--- src/rtl/shared_bank_write_scheduler_if.sv ---
// Write-request/grant bundle between the input-port flit buffers and one
// shared-bank write scheduler; the bank side is the slave modport.
interface shared_bank_write_scheduler_if #(
    parameter int num_ports   = 5,
    parameter int depth_width = 4
);
    logic                   ready_for_allocation;
    logic [num_ports-1:0]   memory_bank_grant_in;
    logic [num_ports-1:0]   req;
    logic [num_ports-1:0]   req_head;
    logic [num_ports-1:0]   req_tail;
    logic                   flit_read;
    logic [num_ports-1:0]   gnt;
    logic                   write_en;
    logic [depth_width-1:0] free_count;
    logic                   bank_full;
    logic                   bank_empty;
    logic                   drained;
    logic                   err_underflow;

    modport master (
        output ready_for_allocation, memory_bank_grant_in, req, req_head, req_tail, flit_read,
        input  gnt, write_en, free_count, bank_full, bank_empty, drained, err_underflow
    );

    modport slave (
        input  ready_for_allocation, memory_bank_grant_in, req, req_head, req_tail, flit_read,
        output gnt, write_en, free_count, bank_full, bank_empty, drained, err_underflow
    );
endinterface

--- src/rtl/shared_bank_write_scheduler.sv ---
// Packet-granular round-robin write scheduler for one shared VC memory bank,
// with slot credit tracking and a RUN/DRAIN/HALT hand-off to the bank allocator.
module shared_bank_write_scheduler #(
    parameter int num_ports   = 5,
    parameter int bank_id     = 0,
    parameter int bank_depth  = 8,
    parameter int depth_width = 4
) (
    input  logic                       clk_i,
    input  logic                       rst_ni,
    shared_bank_write_scheduler_if.slave bus
);

    localparam int pw = (num_ports > 1) ? $clog2(num_ports) : 1;
    localparam logic [num_ports-1:0]   home_mask = num_ports'(1) << bank_id;
    localparam logic [pw-1:0]          last_port = pw'(num_ports - 1);
    localparam logic [depth_width-1:0] depth_max = depth_width'(bank_depth);

    typedef enum logic [1:0] {
        ST_RUN   = 2'd0,
        ST_DRAIN = 2'd1,
        ST_HALT  = 2'd2
    } state_e;

    state_e                 state_q, state_d;
    logic                   lock_valid_q, lock_valid_d;
    logic [pw-1:0]          lock_port_q, lock_port_d;
    logic [pw-1:0]          rr_q, rr_d;
    logic [depth_width-1:0] free_q, free_d;
    logic                   err_q, err_d;

    logic [num_ports-1:0]   allowed_s;
    logic [num_ports-1:0]   eligible_s;
    logic [num_ports-1:0]   gnt_s;
    logic [pw-1:0]          gp_s;
    logic [pw-1:0]          cand_s;
    logic                   found_s;
    logic                   write_en_s;
    logic                   credit_ok_s;
    logic                   empty_s;
    logic                   read_ok_s;
    logic                   tail_gnt_s;

    assign allowed_s   = bus.memory_bank_grant_in | home_mask;
    assign eligible_s  = bus.req & bus.req_head & allowed_s;
    assign credit_ok_s = (free_q != {depth_width{1'b0}});
    assign empty_s     = (free_q == depth_max);
    assign read_ok_s   = bus.flit_read & ~empty_s;
    assign write_en_s  = |gnt_s;
    assign tail_gnt_s  = write_en_s & bus.req_tail[gp_s];

    // Grant selection: an open packet owns the port; otherwise round-robin over eligible heads.
    always_comb begin
        gnt_s   = '0;
        gp_s    = lock_port_q;
        cand_s  = rr_q;
        found_s = 1'b0;
        if (!rst_ni) begin
            gnt_s = '0;
        end else if (!credit_ok_s) begin
            gnt_s = '0;
        end else if (lock_valid_q) begin
            gnt_s[lock_port_q] = bus.req[lock_port_q];
        end else if (state_q == ST_RUN) begin
            for (int i = 0; i < num_ports; i++) begin
                cand_s = ((int'(rr_q) + i) >= num_ports) ? pw'(int'(rr_q) + i - num_ports)
                                                         : pw'(int'(rr_q) + i);
                if (!found_s && eligible_s[cand_s]) begin
                    gnt_s[cand_s] = 1'b1;
                    gp_s          = cand_s;
                    found_s       = 1'b1;
                end else begin
                    found_s = found_s;
                end
            end
        end else begin
            gnt_s = '0;
        end
    end

    // Packet lock and round-robin pointer follow the granted flit.
    always_comb begin
        lock_valid_d = lock_valid_q;
        lock_port_d  = lock_port_q;
        rr_d         = rr_q;
        if (write_en_s && lock_valid_q) begin
            lock_valid_d = ~bus.req_tail[lock_port_q];
        end else if (write_en_s) begin
            lock_valid_d = ~bus.req_tail[gp_s];
            lock_port_d  = gp_s;
            rr_d         = (gp_s == last_port) ? {pw{1'b0}} : gp_s + pw'(1);
        end else begin
            lock_valid_d = lock_valid_q;
        end
    end

    // Slot credits: writes consume, reads from a non-empty bank return; underflow is sticky.
    always_comb begin
        free_d = free_q;
        err_d  = err_q | (bus.flit_read & empty_s);
        case ({write_en_s, read_ok_s})
            2'b10:   free_d = free_q - depth_width'(1);
            2'b01:   free_d = free_q + depth_width'(1);
            default: free_d = free_q;
        endcase
    end

    // Allocator hand-off: DRAIN lets the open packet finish, HALT parks the bank.
    always_comb begin
        state_d = state_q;
        case (state_q)
            ST_RUN: begin
                if (!bus.ready_for_allocation) state_d = ST_DRAIN;
                else                           state_d = ST_RUN;
            end
            ST_DRAIN: begin
                if (bus.ready_for_allocation)          state_d = ST_RUN;
                else if (!lock_valid_q || tail_gnt_s)  state_d = ST_HALT;
                else                                   state_d = ST_DRAIN;
            end
            ST_HALT: begin
                if (bus.ready_for_allocation) state_d = ST_RUN;
                else                          state_d = ST_HALT;
            end
            default: state_d = ST_RUN;
        endcase
    end

    // State register.
    always_ff @(posedge clk_i or negedge rst_ni) begin
        if (!rst_ni) begin
            state_q      <= ST_RUN;
            lock_valid_q <= 1'b0;
            lock_port_q  <= {pw{1'b0}};
            rr_q         <= {pw{1'b0}};
            free_q       <= depth_max;
            err_q        <= 1'b0;
        end else begin
            state_q      <= state_d;
            lock_valid_q <= lock_valid_d;
            lock_port_q  <= lock_port_d;
            rr_q         <= rr_d;
            free_q       <= free_d;
            err_q        <= err_d;
        end
    end

    assign bus.gnt           = gnt_s;
    assign bus.write_en      = write_en_s;
    assign bus.free_count    = free_q;
    assign bus.bank_full     = ~credit_ok_s;
    assign bus.bank_empty    = empty_s;
    assign bus.drained       = (state_q == ST_HALT);
    assign bus.err_underflow = err_q;

endmodule
--- src/flat_wrapper.sv ---
// flat-port wrapper written by rule: the top's interface ports become plain ports
module shared_bank_write_scheduler_flat 
#(
    parameter int num_ports   = 5,
    parameter int bank_id     = 0,
    parameter int bank_depth  = 8,
    parameter int depth_width = 4
)
  (clk_i, rst_ni, bus_ready_for_allocation, bus_memory_bank_grant_in, bus_req, bus_req_head, bus_req_tail, bus_flit_read, bus_gnt, bus_write_en, bus_free_count, bus_bank_full, bus_bank_empty, bus_drained, bus_err_underflow);
  shared_bank_write_scheduler_if #(.num_ports(num_ports), .depth_width(depth_width)) bus_i ();
  input  logic clk_i;
  input  logic rst_ni;
  input wire logic [$bits(bus_i.ready_for_allocation)-1:0] bus_ready_for_allocation;
  input wire logic [$bits(bus_i.memory_bank_grant_in)-1:0] bus_memory_bank_grant_in;
  input wire logic [$bits(bus_i.req)-1:0] bus_req;
  input wire logic [$bits(bus_i.req_head)-1:0] bus_req_head;
  input wire logic [$bits(bus_i.req_tail)-1:0] bus_req_tail;
  input wire logic [$bits(bus_i.flit_read)-1:0] bus_flit_read;
  output wire logic [$bits(bus_i.gnt)-1:0] bus_gnt;
  output wire logic [$bits(bus_i.write_en)-1:0] bus_write_en;
  output wire logic [$bits(bus_i.free_count)-1:0] bus_free_count;
  output wire logic [$bits(bus_i.bank_full)-1:0] bus_bank_full;
  output wire logic [$bits(bus_i.bank_empty)-1:0] bus_bank_empty;
  output wire logic [$bits(bus_i.drained)-1:0] bus_drained;
  output wire logic [$bits(bus_i.err_underflow)-1:0] bus_err_underflow;
  assign bus_i.ready_for_allocation = bus_ready_for_allocation;
  assign bus_i.memory_bank_grant_in = bus_memory_bank_grant_in;
  assign bus_i.req = bus_req;
  assign bus_i.req_head = bus_req_head;
  assign bus_i.req_tail = bus_req_tail;
  assign bus_i.flit_read = bus_flit_read;
  assign bus_gnt = bus_i.gnt;
  assign bus_write_en = bus_i.write_en;
  assign bus_free_count = bus_i.free_count;
  assign bus_bank_full = bus_i.bank_full;
  assign bus_bank_empty = bus_i.bank_empty;
  assign bus_drained = bus_i.drained;
  assign bus_err_underflow = bus_i.err_underflow;
  shared_bank_write_scheduler #(.num_ports(num_ports), .bank_id(bank_id), .bank_depth(bank_depth), .depth_width(depth_width)) u_core (.clk_i(clk_i), .rst_ni(rst_ni), .bus(bus_i));
endmodule
--- config.mk ---
export PLATFORM = sky130hd
export DESIGN_NAME = shared_bank_write_scheduler_flat
export DESIGN_NICKNAME = d
export VERILOG_FILES = /design/src/rtl/shared_bank_write_scheduler_if.sv /design/src/rtl/shared_bank_write_scheduler.sv /design/src/flat_wrapper.sv
export SDC_FILE = /design/constraint.sdc
export NUM_CORES = 1
export LEC_CHECK = 0
export ABC_AREA = 1
export CELL_PAD_IN_SITES_DETAIL_PLACEMENT = 0
export CELL_PAD_IN_SITES_GLOBAL_PLACEMENT = 2
export CORE_MARGIN = 1
export CORE_UTILIZATION = 25
export DETAILED_ROUTE_END_ITERATION = 6
export PLACE_DENSITY = 0.74
export SYNTH_ARGS = -nofsm -noshare
export SYNTH_HDL_FRONTEND = slang
export SYNTH_SLANG_ARGS = --single-unit
--- constraint.sdc ---
create_clock -name clk_i -period 4.25 [get_ports clk_i]
set_clock_uncertainty 0.2 [all_clocks]
set_input_delay 0.85 -clock clk_i [delete_from_list [all_inputs] [get_ports clk_i]]
set_output_delay 0.85 -clock clk_i [all_outputs]
set_load 0.05 [all_outputs]
==> impl_metrics.tcl <==
set metrics [dict create \
    first_pass_iters 5 \
    initial_core_util_pct 25.8 \
    portBuffers 36 \
    track_usage_pct 17.6 \
    yosysUniqueCellTypes 40 \
    core-area_um2 9200 \
    synth_area_leaders "nand2_1 (19%), nand3_1 (14%), dfrtp_1 (14%)" \
    yosysTopAreaCellShare_pct 19.0 \
    diodes 0 \
    vias 3020 \
    die_area_um2 9870 \
    num_rows 35 \
    ys_seq_area_share_pct 14.8 \
    fmax_mhz 238 \
    clk_pin_slew_ns 0.06 \
    path_max_fanout 4 \
    die-height_um 99.4 \
    final_util_pct 44.3 \
    r2r_slack_ns 0.20 \
    r2r_end "u_core.bus.free_count[3]$_DFFE_PN1P_" \
    clock_sink_count 14 \
    netlist_instances 408 \
    min_path_cells 1 \
    cp-start-kind "input pin" \
    drive_above_1_share_pct 42.0 \
    drc 0 \
    drt_iter0_markers 84 \
    syn_to_final_growth_pct 72.1 \
    cts_max_level 1 \
    antenna_left 0 \
    clk_path_buf_depth 2 \
    die_w_um 99.4 \
    worstHoldStart "u_core.bus.err_underflow$_DFF_PN0_" \
    arrival_ns 3.16 \
    avgViaCountPerCell 4.78 \
    synth_seq_cells 14 \
    worstSetupEndpointType "output pin" \
    fin_nets 561 \
    critical_path_class "in -> out" \
    synth_area_um2 2370 \
    hold_path_end "u_core.bus.err_underflow$_DFF_PN0_" \
    synth_top_area_cell "nand2_1" \
    required_ns 3.20 \
    syn_area_per_cell_um2 5.81 \
    drv_slew 0 \
    relSlewSlack_pct 64.3 \
    worstMarginPinSlew_ns 0.533 \
    wl_per_cell_um 13.6 \
    cts_tree "built" \
    place.gp.congestion 0.814 \
    period_share_pct 99.1 \
    yosysWarningCount 0 \
    setup_viol 0 \
    hp-class "reg -> reg" \
    grt_max_degree 15 \
    num_io_pins 38 \
    drv_cap 0 \
    grt_pass1_vias 3051 \
    grt-ovfl-total 0 \
    root_buffer "clkbuf_8" \
    outcome "finished clean" \
    clock_latency_ns 0.24 \
    hold_viol_final 0 \
    crit_start "bus_memory_bank_grant_in[1]" \
    r2r_cells 30 \
    grt_pass1_wl_um 13900 \
    ctsHoldBuffers 0 \
    totalWireLength_um 8580 \
    finalCriticalPeriod_ns 4.21 \
    r2r-start "u_core.rr_q[0]$_DFFE_PN0P_" \
    rsz0062_at_grt "yes" \
    antenna_found_initial 0 \
    cts_buffers 3 \
    syn-num-nets 447 \
    dp_hpwl_um 7040 \
]
-- metal layers --
layer	part of all wire (%)	routed length, um	track usage (%)	vias up
met2	49	4220	33.1	67
met5	0	0	0	-
met1	46	3980	21.8	1361
li1	-	-	-	1576
met4	2.0	169	3.85	0
met3	2.4	210	1.19	16
-- registers in the layout, summed over array words and instances, names as in the netlist --
register                  flops
u_core.lock_port_q            3
u_core.state_q                2
u_core.bus.free_count         4
u_core.rr_q                   3
u_core.lock_valid_q           1
u_core.bus.err_underflow      1
-- stage by stage --
step / setup slack, ns / instance area, um2 / hold slack, ns / cells / TNS (ns)
3_3_place_gp: -0.375 / 3400 / 0.246 / 609 / -0.931
6_report: 0.0402 / 4080 / 0.278 / 632 / 0
4_1_cts: 0.0174 / 3550 / 0.285 / 614 / 0
2_1_floorplan: 0.0109 / 2430 / 0.272 / 408 / 0
3_5_place_dp: -0.412 / 3400 / 0.271 / 609 / -1.06
5_1_grt: -0.0950 / 4080 / 0.307 / 632 / -0.113
-- cell usage after synthesis (all sizes together) --
cell,number
nand2,138
nand3,72
nor2,49
inv,46
o21ai,19
a21oi,13
dfrtp,13
ha,13
nand4,12
buf,6
nor3,4
a21boi,3
xnor2,3
a21o,2
fa,2
or2,2
xor2,2
a221oi,1
a31oi,1
and3,1
clkbuf,1
dfstp,1
nand3b,1
nor4,1
o211ai,1
o221ai,1
-- worst max-delay path, stage by stage --
cell and delay (ns):
clkdlybuf4s50_1 0.51, nand3_4 0.12, buf_4 0.16, nand3_1 0.07, nand2_1 0.06, nand2_2 0.09, nand2_2 0.07, nor2_4 0.11
nand4_1 0.13, buf_4 0.17, nand2_4 0.05, nand3_2 0.07, nand2_2 0.08, nand2_4 0.06, nor2_4 0.12, nand3_4 0.13
buf_12 0.16, buf_12 0.13
-- area by class of cell --
class | count | area [um2]
Multi-Input combinational cell | 342 | 2270
Inverter | 46 | 195
Clock buffer | 4 | 55.1
Fill cell | 981 | 5120
Sequential cell | 14 | 355
Tap cell | 111 | 139
Timing Repair Buffer | 115 | 1070
-- cell families (layout without fill, tap and decap cells) --
family | Yosys count | in the layout | synth area share (%)
and+or+nand+nor | 280 | 281 | 54.4
buffers and inverters | 53 | 165 | 9.56
AOI/OAI and AO/OA | 41 | 41 | 10.5
adders and majority gates | 15 | 15 | 8.55
DFF | 14 | 14 | 14.8
xor gates and xnor gates | 5 | 5 | 2.17
-- layout by cell type, fill, tap and decap left out, drive strengths merged, types with 2 or more instances in the layout --
cell,count
buf,85
a21boi,3
nand4,12
clkinv,2
a21o,2
inv,44
nor3,4
or2,2
clkdlybuf4s50,20
a21oi,13
dlymetal6s2s,9
dfrtp,13
nor2,49
o21ai,19
nand3,73
nand2,138
xnor2,3
ha,13
xor2,2
clkbuf,4
fa,2
-- worst max-delay path by stage --
stage / to / slack (ns) / cells after the start
floorplan: u_core.bus.free_count[3]$_DFFE_PN1P_ / 0.01 / 29
global placement: u_core.bus.free_count[3]$_DFFE_PN1P_ / -0.38 / 23
detailed placement: u_core.bus.free_count[3]$_DFFE_PN1P_ / -0.41 / 23
CTS: u_core.bus.free_count[3]$_DFFE_PN1P_ / 0.02 / 29
global route: bus_write_en / -0.1 / 19
finish: bus_write_en / 0.04 / 18
-- repair_timing --
action | CTS | global route
endpoints found under the hold margin | 0 | 0
resized for setup | 27 | 105
endpoints found under the setup margin | 7 | 9
buffers inserted | 2 | 17
pin swaps | 7 | 50
cloned | 0 | 1
Power is not shown: default switching activity piles up to over one toggle a cycle in this logic, so the estimate is an artifact.
